## src/rtl/seg7_pkg.sv

```systemverilog
// Glyph codes, segment patterns, pattern decoder and expected-message table for seg7_reader.
// Pure definitions; no timing or flow control lives here.
package seg7_pkg;

  localparam logic [3:0] G_U     = 4'd0;
  localparam logic [3:0] G_A     = 4'd1;
  localparam logic [3:0] G_B     = 4'd2;
  localparam logic [3:0] G_C     = 4'd3;
  localparam logic [3:0] G_DASH  = 4'd4;
  localparam logic [3:0] G_E     = 4'd5;
  localparam logic [3:0] G_L     = 4'd6;
  localparam logic [3:0] G_T     = 4'd7;
  localparam logic [3:0] G_R     = 4'd8;
  localparam logic [3:0] G_O     = 4'd9;
  localparam logic [3:0] G_N     = 4'd10;
  localparam logic [3:0] G_I     = 4'd11;
  localparam logic [3:0] G_BLANK = 4'd12;
  localparam logic [3:0] G_UNK   = 4'd15;

  // Bit order: {middle, upper-left, lower-left, bottom, lower-right, upper-right, top}
  localparam logic [6:0] P_U     = 7'b0111110;
  localparam logic [6:0] P_A     = 7'b1110111;
  localparam logic [6:0] P_B     = 7'b1111100;
  localparam logic [6:0] P_C     = 7'b0111001;
  localparam logic [6:0] P_DASH  = 7'b1000000;
  localparam logic [6:0] P_E     = 7'b1111001;
  localparam logic [6:0] P_L     = 7'b0111000;
  localparam logic [6:0] P_T     = 7'b0110001;
  localparam logic [6:0] P_R     = 7'b1010000;
  localparam logic [6:0] P_O     = 7'b0111111;
  localparam logic [6:0] P_N     = 7'b1010100;
  localparam logic [6:0] P_I     = 7'b0110000;
  localparam logic [6:0] P_BLANK = 7'b0000000;

  // "UABC-ELECTRONICA"
  localparam logic [3:0] MSG_TABLE [16] = '{
    G_U, G_A, G_B, G_C, G_DASH, G_E, G_L, G_E,
    G_C, G_T, G_R, G_O, G_N, G_I, G_C, G_A
  };

  function automatic logic [3:0] decode(input logic [6:0] pat);
    logic [3:0] g;
    case (pat)
      P_U:     g = G_U;
      P_A:     g = G_A;
      P_B:     g = G_B;
      P_C:     g = G_C;
      P_DASH:  g = G_DASH;
      P_E:     g = G_E;
      P_L:     g = G_L;
      P_T:     g = G_T;
      P_R:     g = G_R;
      P_O:     g = G_O;
      P_N:     g = G_N;
      P_I:     g = G_I;
      P_BLANK: g = G_BLANK;
      default: g = G_UNK;
    endcase
    return g;
  endfunction

endpackage

```

## src/rtl/seg7_fifo.sv

```systemverilog
// Circular-buffer FIFO; write visible at head the cycle after push, head shown combinationally.
// Push is ignored when full unless a pop happens in the same cycle; pop on empty is ignored.
module seg7_fifo #(
  parameter int DEPTH = 4,
  parameter int W     = 4
) (
  input  logic         clk,
  input  logic         rst_n,
  input  logic         push,
  input  logic [W-1:0] push_data,
  input  logic         pop,
  output logic [W-1:0] pop_data,
  output logic         full,
  output logic         empty
);

  localparam int AW = $clog2(DEPTH);
  localparam logic [AW:0] FULL_CNT = (AW+1)'(DEPTH);

  logic [W-1:0]  mem [DEPTH];
  logic [AW-1:0] wr_ptr;
  logic [AW-1:0] rd_ptr;
  logic [AW:0]   count;
  logic          push_ok;
  logic          pop_ok;

  assign full     = (count == FULL_CNT);
  assign empty    = (count == '0);
  assign pop_ok   = pop && !empty;
  // On a full FIFO a simultaneous pop frees the slot being written.
  assign push_ok  = push && (!full || pop_ok);
  assign pop_data = empty ? '0 : mem[rd_ptr];

  always_ff @(posedge clk) begin
    if (push_ok) mem[wr_ptr] <= push_data;
  end

  always_ff @(posedge clk or negedge rst_n) begin
    if (!rst_n) begin
      wr_ptr <= '0;
      rd_ptr <= '0;
      count  <= '0;
    end else begin
      if (push_ok) wr_ptr <= wr_ptr + AW'(1);
      if (pop_ok)  rd_ptr <= rd_ptr + AW'(1);
      case ({push_ok, pop_ok})
        2'b10:   count <= count + (AW+1)'(1);
        2'b01:   count <= count - (AW+1)'(1);
        default: count <= count;
      endcase
    end
  end

endmodule

```

## src/rtl/seg7_reader.sv

```systemverilog
// Debounces a 7-segment bus into glyph codes queued for a valid/ready consumer; out_valid rises one
// cycle after a pattern is accepted, full queue drops glyphs (sticky overflow). Tracker: SEG7_READER_MSG_EN.
import seg7_pkg::*;

module seg7_reader #(
  parameter int STABLE_CYCLES = 4,
  parameter int FIFO_DEPTH    = 4
) (
  input  logic       clk,
  input  logic       rst_n,
  input  logic [6:0] segments,
  output logic [3:0] out_code,
  output logic       out_valid,
  input  logic       out_ready,
  output logic       overflow,
  output logic       msg_done,
  output logic [3:0] msg_index
);

  localparam logic [3:0] ACCEPT_AT = 4'(STABLE_CYCLES - 1);

  logic [6:0] seg_q;
  logic [6:0] last_pat;
  logic [3:0] cnt;
  logic [3:0] code;
  logic       accept;
  logic       glyph_acc;
  logic       pop;
  logic       full;
  logic       empty;

  // Acceptance happens on the edge that takes the count to STABLE_CYCLES.
  assign accept    = (cnt == ACCEPT_AT) && (segments == seg_q) && (segments != last_pat);
  assign code      = decode(segments);
  assign glyph_acc = accept && (code != G_BLANK);
  assign out_valid = !empty;
  assign pop       = out_valid && out_ready;

  always_ff @(posedge clk or negedge rst_n) begin
    if (!rst_n) begin
      seg_q    <= P_BLANK;
      cnt      <= 4'd0;
      last_pat <= P_BLANK;
      overflow <= 1'b0;
    end else begin
      seg_q <= segments;
      if (cnt == 4'd0 || segments != seg_q) cnt <= 4'd1;
      else if (cnt != 4'hF)                 cnt <= cnt + 4'd1;
      if (accept) last_pat <= segments;
      if (glyph_acc && full && !pop) overflow <= 1'b1;
    end
  end

  seg7_fifo #(
    .DEPTH (FIFO_DEPTH),
    .W     (4)
  ) u_fifo (
    .clk       (clk),
    .rst_n     (rst_n),
    .push      (glyph_acc),
    .push_data (code),
    .pop       (pop),
    .pop_data  (out_code),
    .full      (full),
    .empty     (empty)
  );

`ifdef SEG7_READER_MSG_EN
  // Tracker follows every accepted glyph, including ones the full queue drops.
  always_ff @(posedge clk or negedge rst_n) begin
    if (!rst_n) begin
      msg_index <= 4'd0;
      msg_done  <= 1'b0;
    end else begin
      msg_done <= 1'b0;
      if (glyph_acc) begin
        if (code == MSG_TABLE[msg_index]) begin
          if (msg_index == 4'd15) begin
            msg_index <= 4'd0;
            msg_done  <= 1'b1;
          end else begin
            msg_index <= msg_index + 4'd1;
          end
        end else begin
          msg_index <= (code == G_U) ? 4'd1 : 4'd0;
        end
      end
    end
  end
`else
  assign msg_done  = 1'b0;
  assign msg_index = 4'd0;
`endif

endmodule

```

## config.mk

```make
export PLATFORM = sky130hd
export DESIGN_NAME = seg7_reader
export DESIGN_NICKNAME = d
export VERILOG_FILES = /design/src/rtl/seg7_pkg.sv /design/src/rtl/seg7_fifo.sv /design/src/rtl/seg7_reader.sv
export SDC_FILE = /design/constraint.sdc
export NUM_CORES = 1
export LEC_CHECK = 0
export ABC_AREA = 1
export CAP_MARGIN = 30
export CORE_ASPECT_RATIO = 1.1
export CORE_MARGIN = 3
export CORE_UTILIZATION = 40
export DETAILED_ROUTE_END_ITERATION = 8
export PLACE_DENSITY_LB_ADDON = 0.12
export SLEW_MARGIN = 10
export SYNTH_ARGS = -nofsm -noshare
export SYNTH_HDL_FRONTEND = slang
export SYNTH_HIERARCHICAL = 1
export SYNTH_SLANG_ARGS = --single-unit
export TNS_END_PERCENT = 5
```

## constraint.sdc

```tcl
create_clock -name clk -period 2.78 [get_ports clk]
set_input_delay 0.556 -clock clk [delete_from_list [all_inputs] [get_ports clk]]
set_output_delay 0.556 -clock clk [all_outputs]
set_load 0.03 [all_outputs]
```

; ---- Yosys cells after proc, flatten, opt, wreduce, memory -nomap -nowiden
; Memories as Yosys holds them, arrays and structs flattened.
; Index checks and enable logic that the tools add are counted.
[totals]
word_cells = 59
ram_bits = 16
mem_count = 1
in_bits = 10
out_inout_bits = 11
regBits = 26
[memory_table]
columns = name, depth, width, read_ports, rd_ports_with_merged_regs, write_ports, line
row1 = u_fifo.mem, 4, 4, 1, 0, 1, seg7_fifo.sv:20  ; logic [W-1:0] mem [DEPTH];
[classes]
n_addsub = 5
reduce_logical = 18
muxes = 7
n_eq_ne = 21
[ops]
columns = cell, n
row1 = $pmux 4 s13, 1
row2 = $eq 7x6->1 const B, 6
row3 = $eq 7x7->1 const B, 6
row4 = $ne 7x7->1, 2
row5 = $mux 4, 3
row6 = $logic_and 1x1->1, 8
row7 = $ne 4x4->1 const B, 2
row8 = $eq 7x7->1, 1
row9 = $logic_not 7->1, 1
row10 = $pmux 3 s2, 1
row11 = $add 2x1->2 const B, 2
row12 = $add 4x1->4 const B, 1
row13 = $eq 4x2->1 const B, 1
row14 = $logic_not 4->1, 1
row15 = $reduce_bool 2->1, 2
row16 = $add 3x1->3 const B, 1
row17 = $eq 3x3->1 const B, 1
row18 = $logic_not 1->1, 3
row19 = $logic_not 3->1, 1
row20 = $sub 3x1->3 const B, 1
row21 = $eq 2x1->1 const B, 1
row22 = $eq 2x2->1 const B, 1
row23 = $logic_or 1x1->1, 2
row24 = $mux 1, 2

; ---- Logic depth before layout (Yosys ltp)
[logic_depth]
word_depth = 8
mapped_depth = 18
depth_no_buf = 17

; ---- Hierarchy
; Netlist, hierarchy kept.
[by_module_without_submodules]
columns = module, area_each_um2, cells_each, seq_area_each_um2, n_inst
row1 = seg7_reader, 1323.8, 188, 475.5, 1
row2 = seg7_fifo, 1149.9, 123, 655.6, 1

; ---- Least setup slack after synthesis
; OpenSTA, ideal clock, no wires.
[synth_timing]
path_type = input to register
start = in segments[3]
end = reg u_fifo.count[2]
path_buffers = 1
setup_ns = 0.117
required_ns = 2.663
arrival_time_ns = 2.300
setup_slack_ns = 0.363
cell_stages = 16
path_cell_list = buf_2 -> inv_1 -> nand2_1 -> nand2_1 -> nand3_1 -> nor2_1 -> nor2_1 -> and3_1 -> nand2_4 -> ha_1 -> inv_1 -> fa_1 -> nand2_1 -> nand3_1 -> nand2_1 -> nand2_1
[synth_via]
elab_chain_cells = 7
word_cells_on_any_way = 25
cone_classes = eq/ne (17) / mux (2) / reduce/logical (6)
[synth_rtl]
columns = item, line
row1 = "start, declared", seg7_reader.sv:11  ; input logic [6:0] segments,
row2 = "$eq 7x6->1, or another cell as far along", seg7_pkg.sv:43  ; case (pat)
row3 = $pmux 4 s13 / $logic_and 1x1->1 (equally long branches), "seg7_pkg.sv:43, seg7_reader.sv:33"
row4 = $ne 4x4->1 / $logic_and 1x1->1 (equally long branches), "seg7_reader.sv:35, seg7_reader.sv:33"
row5 = $logic_and 1x1->1 *, seg7_reader.sv:35  ; assign glyph_acc = accept && (code != G_BLANK);
row6 = net glyph_acc, seg7_reader.sv:27  ; logic glyph_acc;
row7 = $logic_and 1x1->1 *, seg7_fifo.sv:31  ; assign push_ok = push && (!full || pop_ok);
row8 = $eq 2x1->1 / $eq 2x2->1 (equally long branches), seg7_fifo.sv:46  ; case ({push_ok, pop_ok})
row9 = $pmux 3 s2 / $reduce_bool 2->1 (equally long branches), n/a
row10 = "end signal, assigned", seg7_fifo.sv:47  ; 2'b10: count <= count + (AW+1)'(1);
row11 = "end signal, assigned", seg7_fifo.sv:48  ; 2'b01: count <= count - (AW+1)'(1);
row12 = "end signal, assigned", seg7_fifo.sv:49  ; default: count <= count;
row13 = "end, declared", seg7_fifo.sv:23  ; logic [AW:0] count;
; Mark *: on every way through the listed nets, which the timed path passes. The rest lies on a longest branch.
; A chain may end at the register's enable or synchronous reset.

; ---- Worst setup path after layout
; Ends and elaborated chain as after synthesis.

==> summary.md <==
| Metric | Value |
|---|---|
| WL/cell | 11.0 µm |
| Initial DRC count | 59 |
| Hold depth | 2 |
| Tmin final | 2.64 ns |
| HP Start | overflow |
| Final Net Count | between 300 and 400 |
| Slowest CP cell | clkdlybuf4s50_1 |
| VDD IR max | around 0.24 mV |
| Port Buffers | 15 |
| First-pass GRT wire length | 8470 µm |
| Synth Instances | between 300 and 400 |
| Status | finished clean |
| Initial Util | between 40% and 50% |
| Synth warn | 6 |
| Setup bufs post-CTS | 0 |
| Dpl hpwl | ~3600 µm |
| Non-filler cells, final | between 400 and 500 |
| Antenna fix cells | 0 |
| Synthesized cell area | 2470 µm² |
| #FFs+latches synth | 42 |
| Comb pwr share | 10.7% |
| Setup TNS | 0 ns |
| Die extent in y | 88.5 µm |
| Multi-input gate area | 1040 µm² |
| R2R depth | 14 |
| Share of cells above drive strength 1 | 14.0% |
| Final hold vios | 0 |
| Clk buf depth | 2 |
| Synth Area in Simple Gates | a little under a third |
| Mux cell area share after synthesis | 0% |
| Distinct cells, synth | 29 |
| Layout area overhead | 18.8% |
| Ports | 21 |
| FP Rows | 29 |
| CP delay by family, top | simple AND/OR/NAND/NOR gates |
| Setup violations, final | 0 |
| Synth Area per Inst | just under 8 µm² |
| Residual overflow from global routing | 0 |
| Final-report max-slew violation count | 0 |
| Core box area | 5880 µm² |
| Gpl congestion | between 0.7 and 0.8 |
| Vias per cell | about 4.5 |
| Reg2reg start | u_fifo/count[0] |
| Tot GR Track Use | 15.2% |
| Worst Path Required | slightly below 3 ns |
| Critical Path Source Type | input pin |
| Clock share of power | roughly a third |
| EDFF count, synth | 16 |
| Total clock buffers created by CTS | 5 |
| Drt first pass iters | 4 |
| CTS tree | yes |
| Htree depth | 2 |
| Number of global-route vias before repair | 1897 |
| Final WL | 4700 µm |
| Sequential cell area | between 1000 and 1500 µm² |
| Switch share | 24.5% |
| Largest family of logic cells by synthesized area | simple AND/OR/NAND/NOR gates |
| Crit path max fanout | 5 |
| Fin crit share | 94.8% |
| Sink Count | 42 |
| Unrepaired setup endpoints after global routing | no |
| WP buf/inv | 3 |
| Setup Skew | 0.00637 ns |
| Worst-skew pair later-pin latency | 0.29 ns |
| Die ar. | 7160 µm² |
| Seq/Total Area, Yosys | between 40% and 50% |
| Synth Area in Adders | 4.35% |
| Initial antenna violation count | 0 |
| Stages on worst setup path | 16 |
| Most common cell on crit path | nand2_1 |
| CP arrival | ~2.8 ns |
| Max_cap viols | 0 |
| WS Path Type | input pin to register |
| Critical Path Source | segments[3] |
| Xor and xnor area share after synthesis | 3.89% |
| CP Cell Sequence | clkdlybuf4s50_1, inv_1, nand2_1, nand2_1, nand3_1, nor2_1, nor2_1, and3_1, nand2_4, ha_1, inv_1, fa_1, nand2_1, nand3_1, nand2_1, nand2_1 |
| Ys flop type | dfrtp_1 |
| Largest net degree at the start of global routing | 27 |
| Pwr Total | between 1000 and 1500 µW |
| Reg power frac | between 50% and 60% |
| Switching power | 293 µW |
| Delay of the slowest critical-path stage | 0.52 ns |
| Cell count after placement | 420 |
| Hold WC Path Type | register to register |
| Fmax | between 300 and 400 MHz |
| DRC | 0 |
| Fillers | ~590 |
| Worst-path clk slew | 0.08 ns |
| Async set or reset register ratio after synthesis | 61.9% |
| Power Dens Cells | between 400 and 500 nW/µm² |
| Crit end category | register |
| DRT antenna net count | 0 |
| Die X | 81.0 µm |
| Leakage power | 0.00145 µW |
| Internal power | between 900 and 1000 µW |
| CTS root buf | clkbuf_8 |
| Synth Area in Compound Gates | 2.23% |
| Routed vias | 1923 |
-- cells by family (layout without fill, tap and decap cells) --
logic type | Yosys count | in the layout
compound gates | 11 | 11
other cells | 1 | 5
simple gates | 168 | 168
fa+ha+maj | 8 | 8
flops | 42 | 42
buf+inv | 70 | 106
xor+xnor | 11 | 11
-- synth_stat cells (3+ instances only) --
library cell / number / share of area (%)
nor2_2: 3 / 0.76
inv_1: 53 / 8.0
nor2_1: 26 / 3.9
dfrtp_1: 26 / 26
nand4_1: 10 / 2.5
edfxtp_1: 16 / 19
inv_2: 4 / 0.61
buf_4: 6 / 1.8
a21oi_1: 8 / 1.6
nor3_1: 5 / 1.0
nand3_1: 28 / 5.7
buf_6: 3 / 1.4
nand2_1: 85 / 13
xor2_1: 3 / 1.1
xnor2_1: 8 / 2.8
buf_2: 4 / 0.81
ha_1: 7 / 3.5
-- power by group through the flow --
| stage | clock network (µW) | logic (µW) | registers (µW) |
|---|---|---|---|
| 6_report | 410 | 127 | 658 |
| 5_1_grt | 461 | 144 | 659 |
| 4_1_cts | 438 | 131 | 658 |
| 3_5_place_dp | 0 | 130 | 671 |
| 3_3_place_gp | 0 | 129 | 671 |
| 2_1_floorplan | 0 | 83.5 | 669 |
-- path summary, 6_finish.rpt --
kind	end	slack [ns]
worst min-delay path	overflow	0.48
worst max register to register	u_fifo/count[2]	0.50
worst min register to register	overflow	0.48
min in group asynchronous	cnt[0]	0.63
worst max-delay path	u_fifo/count[2]	0.14
max in group asynchronous	seg_q[1]	1.89
-- flip-flops by register name (all words and copies together), names as in the netlist --
signal         cells
u_fifo/mem        16
last_pat           7
seg_q              7
cnt                4
u_fifo/count       3
u_fifo/rd_ptr      2
u_fifo/wr_ptr      2
overflow           1
-- what timing repair did --
| action | 4_1_cts | 5_1_grt |
|---|---|---|
| endpoints found under the setup margin | 0 | 2 |
| resized for setup | 0 | 5 |
| hold buffers | 0 | 0 |
| hold endpoints to repair | 0 | 0 |
-- final cells by class --
type	instances	share of cell area [%]
Inverter	57	7.28
Clock inverter	2	0.426
Sequential cell	42	38.5
Multi-Input combinational cell	203	35.5
Tap cell	77	3.28
Timing Repair Buffer	41	12.2
Clock buffer	6	2.81
-- metrics by stage --
step                hold WS (ns)  cell area, µm²  utilization [%]  setup WS [ns]
detailed placement         0.456            2830             48.2         -0.245
global placement           0.449            2830             48.2         -0.176
CTS                        0.481            2930             49.8         0.0667
finish                     0.477            2940             50.0          0.145
global route               0.492            2940             50.0        0.00385
floorplan                  0.260            2490                -          0.363
-- layer usage --
metal  share of wire (%)  GRT usage, %  wire [µm]
met1                  45          18.7       2100
met2                  51          27.1       2380
met3                 3.5          3.05        165
met4                 1.2          4.15         56
met5                   0             0          0
-- worst reg2reg max path: stages (launching register included) --
cell and delay, ns:
dfrtp_1 0.43, nor2_2 0.16, nand2_1 0.11, inv_1 0.17, nor2_1 0.12, inv_1 0.08
nand3_2 0.12, nand2_4 0.08, ha_1 0.16, inv_1 0.08, fa_1 0.38, nand2_1 0.11
nand3_1 0.08, nand2_1 0.06, nand2_1 0.05
-- cells in the final DEF, fill, tap and decap left out, types with 2 or more instances in the layout --
cell type,synthesis,layout
clkbuf_8,0,6
nand2_4,2,2
a21oi_1,8,8
xor2_1,3,3
xnor2_1,8,8
nand3_2,2,2
nand2_1,85,85
nor2_2,3,3
nand3_1,28,28
inv_2,4,4
conb_1,1,5
nor2_1,26,26
nand4_1,10,10
clkdlybuf4s50_1,0,10
nor3_1,5,5
edfxtp_1,16,16
dlymetal6s2s_1,0,5
nand2_2,2,2
dfrtp_1,26,26
buf_4,6,26
ha_1,7,7
inv_1,53,53
o21ai_0,2,2
Power figures use the tool's default switching activity.
